<file path="config.mk">
export PLATFORM = sky130hd
export DESIGN_NAME = neuron_mac_flat
export DESIGN_NICKNAME = d
export VERILOG_FILES = /design/src/rtl/neuron_mac_if.sv /design/src/rtl/neuron_mac.sv /design/src/flat_wrapper.sv
export SDC_FILE = /design/constraint.sdc
export NUM_CORES = 1
export LEC_CHECK = 0
export CAP_MARGIN = 30
export CORE_MARGIN = 2
export CORE_UTILIZATION = 58
export CTS_CLUSTER_DIAMETER = 80
export DETAILED_ROUTE_END_ITERATION = 6
export GPL_TIMING_DRIVEN = 0
export PLACE_DENSITY_LB_ADDON = 0.3
export REMOVE_ABC_BUFFERS = 1
export SKIP_CTS_REPAIR_TIMING = 1
export SLEW_MARGIN = 20
export SYNTH_ARGS = -nofsm -noshare
export SYNTH_HDL_FRONTEND = slang
export SYNTH_SLANG_ARGS = --single-unit
</file>
<file path="constraint.sdc">
create_clock -name clk -period 2.63 [get_ports clk]
set_clock_uncertainty 0.1 [all_clocks]
set_input_delay 0.526 -clock clk [delete_from_list [all_inputs] [get_ports clk]]
set_output_delay 0.526 -clock clk [all_outputs]
set_load 0.1 [all_outputs]
</file>
<file path="src/rtl/neuron_mac_if.sv">
// Handshake bundle between the MAC stage, its upstream pair source and the
// downstream activation stage.
interface neuron_mac_if #(
  parameter int SIZE = 16
);
  logic            in_valid;
  logic            in_ready;
  logic [SIZE-1:0] x;
  logic [SIZE-1:0] w;
  logic            in_last;
  logic            out_valid;
  logic            out_ready;
  logic [SIZE-1:0] out_data;

  modport master (
    output in_valid, x, w, in_last, out_ready,
    input  in_ready, out_valid, out_data
  );

  modport slave (
    input  in_valid, x, w, in_last, out_ready,
    output in_ready, out_valid, out_data
  );
endinterface

</file>
<file path="src/rtl/neuron_mac.sv">
// Sign-magnitude multiply-accumulate for one neuron: multiplies each
// (input, weight) pair in a registered first stage, accumulates the products
// with saturating sign-magnitude addition in a second stage, and hands the
// finished sum downstream over a valid/ready handshake.
module neuron_mac #(
  parameter int SIZE = 16,
  parameter int FRAC = 8
) (
  input logic         clk,
  input logic         rst,
  neuron_mac_if.slave bus
);

  localparam int MAG = SIZE - 1;
  localparam logic [MAG-1:0] MAG_MAX = '1;

  typedef enum logic [1:0] {
    S_RUN,
    S_DRAIN,
    S_OUT
  } state_e;

  state_e state_q, state_d;

  logic [2*MAG-1:0] prodFull;
  logic [2*MAG-1:0] prodShift;
  logic [MAG-1:0]   prodMag;
  logic             prodSign;

  logic [MAG-1:0]   pMag_q;
  logic             pSign_q;
  logic             pValid_q;
  logic             pLast_q;

  logic [MAG-1:0]   accMag_q;
  logic             accSign_q;
  logic [MAG:0]     sameSum;
  logic [MAG-1:0]   sumMag;
  logic             sumSign;

  logic [SIZE-1:0]  outData_q;

  logic inReady;
  logic outValid;
  logic accept;
  logic lastAccum;
  logic handshake;

  assign accept    = bus.in_valid && inReady;
  assign lastAccum = pValid_q && pLast_q;
  assign handshake = outValid && bus.out_ready;

  // Magnitude product with the fractional shift; anything that spills past the
  // magnitude field clamps to full scale, and a zero product is always +0.
  always_comb begin
    prodFull  = {{MAG{1'b0}}, bus.x[MAG-1:0]} * {{MAG{1'b0}}, bus.w[MAG-1:0]};
    prodShift = prodFull >> FRAC;
    if (|prodShift[2*MAG-1:MAG]) begin
      prodMag = MAG_MAX;
    end else begin
      prodMag = prodShift[MAG-1:0];
    end
    prodSign = (bus.x[SIZE-1] ^ bus.w[SIZE-1]) & (|prodMag);
  end

  // Product pipeline register, loaded on every accepted pair.
  always_ff @(posedge clk or posedge rst) begin
    if (rst) begin
      pMag_q   <= '0;
      pSign_q  <= 1'b0;
      pValid_q <= 1'b0;
      pLast_q  <= 1'b0;
    end else begin
      pValid_q <= accept;
      if (accept) begin
        pMag_q  <= prodMag;
        pSign_q <= prodSign;
        pLast_q <= bus.in_last;
      end
    end
  end

  // Sign-magnitude sum of accumulator and product: add on matching signs with
  // saturation, otherwise subtract the smaller magnitude and keep the larger
  // one's sign; an exact cancellation collapses to +0.
  always_comb begin
    sameSum = {1'b0, accMag_q} + {1'b0, pMag_q};
    sumMag  = '0;
    sumSign = 1'b0;
    if (accSign_q == pSign_q) begin
      sumSign = accSign_q;
      sumMag  = sameSum[MAG] ? MAG_MAX : sameSum[MAG-1:0];
    end else if (accMag_q > pMag_q) begin
      sumSign = accSign_q;
      sumMag  = accMag_q - pMag_q;
    end else if (pMag_q > accMag_q) begin
      sumSign = pSign_q;
      sumMag  = pMag_q - accMag_q;
    end
  end

  // Accumulator and output register; the accumulator restarts at +0 once the
  // downstream stage has taken the result.
  always_ff @(posedge clk or posedge rst) begin
    if (rst) begin
      accMag_q  <= '0;
      accSign_q <= 1'b0;
      outData_q <= '0;
    end else begin
      if (handshake) begin
        accMag_q  <= '0;
        accSign_q <= 1'b0;
      end else if (pValid_q) begin
        accMag_q  <= sumMag;
        accSign_q <= sumSign;
      end
      if (lastAccum) begin
        outData_q <= {sumSign, sumMag};
      end
    end
  end

  // State register.
  always_ff @(posedge clk or posedge rst) begin
    if (rst) begin
      state_q <= S_RUN;
    end else begin
      state_q <= state_d;
    end
  end

  // Next state: stop taking pairs after the final term, wait for it to reach
  // the accumulator, then hold the result until it is consumed.
  always_comb begin
    state_d = state_q;
    unique case (state_q)
      S_RUN:   if (accept && bus.in_last) state_d = S_DRAIN;
      S_DRAIN: if (lastAccum)             state_d = S_OUT;
      S_OUT:   if (handshake)             state_d = S_RUN;
      default:                            state_d = S_RUN;
    endcase
  end

  // Handshake outputs decoded from the registered state only, so out_ready
  // never reaches in_ready combinationally.
  always_comb begin
    inReady  = (state_q == S_RUN);
    outValid = (state_q == S_OUT);
  end

  assign bus.in_ready  = inReady;
  assign bus.out_valid = outValid;
  assign bus.out_data  = outData_q;

endmodule

</file>
<file path="src/flat_wrapper.sv">
// flat-port wrapper written by rule: the top's interface ports become plain ports
module neuron_mac_flat 
#(
  parameter int SIZE = 16,
  parameter int FRAC = 8
)
  (clk, rst, bus_in_valid, bus_x, bus_w, bus_in_last, bus_out_ready, bus_in_ready, bus_out_valid, bus_out_data);
  neuron_mac_if #(.SIZE(SIZE)) bus_i ();
  input logic clk;
  input logic rst;
  input wire logic [$bits(bus_i.in_valid)-1:0] bus_in_valid;
  input wire logic [$bits(bus_i.x)-1:0] bus_x;
  input wire logic [$bits(bus_i.w)-1:0] bus_w;
  input wire logic [$bits(bus_i.in_last)-1:0] bus_in_last;
  input wire logic [$bits(bus_i.out_ready)-1:0] bus_out_ready;
  output wire logic [$bits(bus_i.in_ready)-1:0] bus_in_ready;
  output wire logic [$bits(bus_i.out_valid)-1:0] bus_out_valid;
  output wire logic [$bits(bus_i.out_data)-1:0] bus_out_data;
  assign bus_i.in_valid = bus_in_valid;
  assign bus_i.x = bus_x;
  assign bus_i.w = bus_w;
  assign bus_i.in_last = bus_in_last;
  assign bus_i.out_ready = bus_out_ready;
  assign bus_in_ready = bus_i.in_ready;
  assign bus_out_valid = bus_i.out_valid;
  assign bus_out_data = bus_i.out_data;
  neuron_mac #(.SIZE(SIZE), .FRAC(FRAC)) u_core (.clk(clk), .rst(rst), .bus(bus_i));
endmodule
</file>
== Word level (Yosys, flattened, before mapping) ==
Index checks and enable logic that the tools add are counted.
W data, S select, Z words.

* Register bits after elaboration: 52
* Bits of input ports: 37
* Logic and storage cells: 47

* Add/subtract/negate cells: 3
* Multipliers: 1
* $lt $le $gt $ge: 2
* Equal/unequal tests: 6
* Mux-type cells: 16
* Bitwise gates (word level): 2
* Reductions and logical operators: 9

{| class="wikitable"
|+ Operators by type and width
! kind !! count
|-
| $mux W15 || 7
|-
| $gt A15 B15 Y1 || 2
|-
| $mul A15 B15 Y30 || 1
|-
| $sub A15 B15 Y15 || 2
|-
| $add A15 B15 Y16 || 1
|-
| $reduce_or A15 Y1 || 1
|-
| $reduce_or A7 Y1 || 1
|-
| $mux W2 || 3
|-
| $pmux W2 S3 || 1
|-
| $mux W1 || 5
|-
| $logic_and A1 B1 Y1 || 4
|-
| $ne A2 B2 Y1 const B || 2
|-
| $reduce_and A3 Y1 || 1
|-
| $eq A2 B1 Y1 const B || 1
|-
| $eq A2 B2 Y1 const B || 1
|-
| $logic_not A2 Y1 || 1
|-
| $ne A2 B1 Y1 const B || 1
|-
| $reduce_bool A2 Y1 || 1
|-
| $and A1 B1 Y1 || 1
|-
| $eq A1 B1 Y1 || 1
|-
| $xor A1 B1 Y1 || 1
|}

== Logic depth before layout (Yosys ltp) ==
* Word-level depth: 6
* Mapped depth: 24
* Depth with buffers taken out: 23

== Least setup slack after synthesis ==
OpenSTA, ideal clock, no wires.

* Path kind: input -> register
* Start: input port bus_w[0]
* End: register u_core.pSign_q
* Library setup time: 0.141 ns
* Arrival: 6.214 ns
* Required time: 2.389 ns
* Path slack: -3.824 ns
* Cell stages on the path: 22
* Path buffers: 1
* Path through: clkbuf_1 -> and2_1 -> fa_1 -> inv_1 -> fa_1 -> inv_1 -> fa_1 -> fa_1 -> fa_1 -> inv_1 -> fa_1 -> inv_1 -> ha_1 -> a21o_1 -> a221o_1 -> a2111oi_2 -> and3_1 -> o31a_2 -> mux2i_1 -> o211ai_2 -> nor2_2 -> a41oi_1

* Cells in the longest elaborated chain, start to end: 5

{| class="wikitable"
|+ Ends and longest elaborated chain
! element !! RTL line !! source
|-
| from (decl) || flat_wrapper.sv:13 || <nowiki>input wire logic [$bits(bus_i.w)-1:0] bus_w;</nowiki>
|-
| $mul A15 B15 Y30 * || neuron_mac.sv:56 || <nowiki>prodFull = {{MAG{1'b0}}, bus.x[MAG-1:0]} * {{MAG{1'b0}}, bus.w[MAG-1:0]};</nowiki>
|-
| $reduce_or A7 Y1 || neuron_mac.sv:58 || <nowiki>if (|prodShift[2*MAG-1:MAG]) begin</nowiki>
|-
| $mux W15 * || neuron_mac.sv:58 ||
|-
| $reduce_or A15 Y1 * || neuron_mac.sv:63 || <nowiki>prodSign = (bus.x[SIZE-1] ^ bus.w[SIZE-1]) & (|prodMag);</nowiki>
|-
| $and A1 B1 Y1 * || neuron_mac.sv:63 ||
|-
| to (signal assigned) || neuron_mac.sv:77 || <nowiki>pSign_q <= prodSign;</nowiki>
|-
| to (decl) || neuron_mac.sv:31 || <nowiki>logic pSign_q;</nowiki>
|}

Mark *: on every way between the ends. The rest lies on a longest branch, timed or not.
A chain may end at the register's enable or synchronous reset.

== Worst setup path in the final report ==
* Start: input port bus_x[2]
* End: register u_core.pMag_q[0]

* Cells in the longest elaborated chain, start to end: 3

{| class="wikitable"
|+ Ends and longest elaborated chain
! element !! RTL line !! source
|-
| from (decl) || flat_wrapper.sv:12 || <nowiki>input wire logic [$bits(bus_i.x)-1:0] bus_x;</nowiki>
|-
| $mul A15 B15 Y30 * || neuron_mac.sv:56 ||
|-
| $reduce_or A7 Y1 || neuron_mac.sv:58 ||
|-
| $mux W15 * || neuron_mac.sv:58 ||
|-
| to (signal assigned) || neuron_mac.sv:76 || <nowiki>pMag_q <= prodMag;</nowiki>
|-
| to (decl) || neuron_mac.sv:30 || <nowiki>logic [MAG-1:0] pMag_q;</nowiki>
|}

Marks and branches as above.

==> impl_metrics.toml <==
[logic_synthesis]
synth_compound_area_frac = 0.150
synth_ff_type = "dfrtp_1"
synth.distinct_cells = 81
synth_area_per_cell_um2 = 8.41
synth-simple-area-share = 0.198
synthAdderAreaFrac = 0.415
synth_xor_area_frac = 0.0215
synth-seq-cells = 52
yosysWarnings = 0
synth_top_family_by_area = "adder cells"
seq_area_frac_synth = 0.106
async_flop_share = 1.00
netlist_instances = 1457
synth-edff-count = 0
syn-cell-area_mm2 = 0.0122
synthMuxAreaShare = 0.00358

[hold_path]
worstHoldEndpoint = "u_core.state_q[0]"
hold_path.class = "flip-flop to flip-flop"
hp-start = "u_core.state_q[1]"
worst_hold_path.num_cells = 1

[worst_setup_path]
ff2ff_setup_slack_ps = -790
startpoint_type = "input port"
r2r-end = "u_core.accMag_q[14]"
cp_data_arrival_time_ps = 6530
cp_max_fo = 15
crit_path_end_kind = "flip-flop"
reg2reg_from = "u_core.accMag_q[1]"
reg2regPathDepth = 14
worstPathRequired_ps = 2700
crit_type = "input port to flip-flop"

[clock_tree]
cts_buffers = 5
cts_root_buf = "clkbuf_16"
clockBufferDepth = 2
clock_latency_ps = 310
path_clk_slew_ps = 80
tritoncts = "yes"
htreeDepth = 2
clock_sinks = 52

[placement]
gp_congestion = 0.911
placed_area_mm2 = 0.0129
numPortBuffers = 54
dp_slack_ps = -5170
place_inst = 1720
dp_hpwl_um = 23200

[global_routing]
grtUsageMet2 = 0.441
grt_max_degree = 36
grt_pass1_wl_um = 49200
top_usage_layer = "met2"
grt_pass1_vias = 9970
grtUsageTotal = 0.273
grt_util_met1 = 0.399
grt_antenna_before_repair = 0
grt_use_met3 = 0.0300
grt_overflow_total = 0

[timing]
slew-limit-headroom = 0.260
report.final.slew_viol_count = 0
max_freq_mhz = 155
fin_ws_ps = -3830
setup_violations = 48
worst_pin_slew_ps = 1110
hold_violations = 0
holdWs_ps = 382
finalCritPeriodShare = 2.46
period_minus_slack_ps = 6460
rsz0062_at_grt = "true"

[routing]
firstDrtPassIters = 6
routed_via_density = 6.30
drt-total-wl_um = 36700
drt-initial-drc-count = 1262
wl_per_cell_um = 20.3
route.detailed.drc = 0
vias = 11400
final_antenna_net_count = 0

[die]
start_util = 0.586
ios = 55
die_h_um = 149
dieArea_mm2 = 0.0223
die_w_um = 149
fp.coreArea_mm2 = 0.0209
rows = 53

[layout]
antenna_cells = 0
drive_gt1_frac = 0.191
fin_area_mm2 = 0.0148
syn_to_final_growth_pct = 20.8
nets = 1876
fin_cells = 1810

[status]
outcome = "finished with violations"
violations = "setup timing"

[flow_run]
cap_violations = 0
## sequential cells by signal, summed over array words and instances (netlist names)
register,flops
u_core.bus.out_data,16
u_core.accMag_q,15
u_core.pMag_q,15
u_core.state_q,2
u_core.accSign_q,1
u_core.pLast_q,1
u_core.pSign_q,1
u_core.pValid_q,1
## cells in the final DEF (no fill, tap or decap), types with 8 or more instances in the layout
cell type,instances
ha_1,115
nand4_1,9
nor2_1,48
nor3_1,15
clkdlybuf4s50_1,22
xnor2_1,23
fa_1,164
nand2_1,140
nand3_1,18
and2_4,11
o21ai_0,23
buf_4,59
o21ai_1,11
and2_1,146
inv_1,248
buf_6,34
nor2b_1,10
dfrtp_1,46
ha_4,16
a21oi_2,13
a21oi_1,53
a21o_1,19
inv_2,10
buf_12,8
a31oi_1,20
## cell usage after synthesis (all sizes together), types with 5 or more instances
| library cell | count | area (µm²) |
|---|---|---|
| ha | 136 | 1700 |
| o31ai | 7 | 52.6 |
| or3 | 6 | 37.5 |
| nor2b | 11 | 68.8 |
| a21oi | 68 | 340 |
| o21a | 7 | 52.6 |
| o22ai | 12 | 75.1 |
| clkbuf | 49 | 185 |
| inv | 259 | 972 |
| buf | 21 | 141 |
| a22o | 6 | 52.6 |
| nand2b | 7 | 43.8 |
| fa | 169 | 3380 |
| a211oi | 13 | 97.6 |
| xnor2 | 23 | 201 |
| o21bai | 9 | 71.3 |
| o21ai | 44 | 224 |
| nor4 | 17 | 121 |
| nand2 | 142 | 536 |
| nand3 | 19 | 95.1 |
| nand4 | 9 | 56.3 |
| o2bb2ai | 10 | 87.6 |
| nor2 | 54 | 205 |
| a31oi | 29 | 206 |
| a21o | 21 | 159 |
| and3 | 8 | 50.1 |
| nor3 | 21 | 105 |
| or2 | 5 | 31.3 |
| xor2 | 7 | 61.3 |
| dfrtp | 52 | 1300 |
| and2 | 159 | 995 |
## worst max-delay path by stage
stage / startpoint / end / slack (ps) / depth (start not counted)
2_1_floorplan: bus_w[0] / u_core.pMag_q[11] / -3780 / 20
4_1_cts: bus_x[10] / u_core.pMag_q[6] / -4860 / 21
6_report: bus_x[2] / u_core.pMag_q[0] / -3830 / 21
3_3_place_gp: bus_x[10] / u_core.pMag_q[6] / -5090 / 23
5_1_grt: bus_x[2] / u_core.pMag_q[0] / -4000 / 21
3_5_place_dp: bus_x[10] / u_core.pMag_q[6] / -5170 / 21
## per-layer routing
metal / vias up / wire [µm]
met5: - / 0
met4: 0 / 1690
met3: 194 / 3410
met2: 718 / 17400
met1: 5579 / 14200
li1: 4907 / -
## cell type report
type	count	area [µm²]
flip-flops and latches	52	1310
clock inverters	3	26.3
inverters	259	975
clock buffers	5	125
repair buffers	137	1360
well taps	275	344
fillers	1438	6090
multi-input cells	1079	10700
## cells by family after synthesis
group,after synthesis
AOI/OAI and AO/OA,270
DFF,52
adders and majority gates,305
and+or+nand+nor,467
xor gates and xnor gates,30
muxes,4
buffers and inverters,329
## per-stage QoR
step / TNS, ps / utilization
2_1_floorplan: -78860 / -
3_3_place_gp: -140860 / 0.613
3_5_place_dp: -122730 / 0.617
4_1_cts: -118090 / 0.624
5_1_grt: -82600 / 0.708
6_report: -80680 / 0.708
## critical path: stages
cell and delay (ps):
buf_4 220, nand2_1 110, fa_1 430, fa_1 510, fa_1 540, inv_1 50, fa_1 500, fa_1 560
inv_1 70, fa_1 520, inv_2 50, ha_4 260, a21o_1 190, a221o_1 380, a2111oi_2 340, and3_4 260
o21ai_2 80, a221oi_4 420, o211ai_4 200, o21ai_1 190, o21ai_1 100
Power is left out: the tool's default activity adds up to more than one toggle a clock period on the data nets, which glitch-free logic cannot reach.
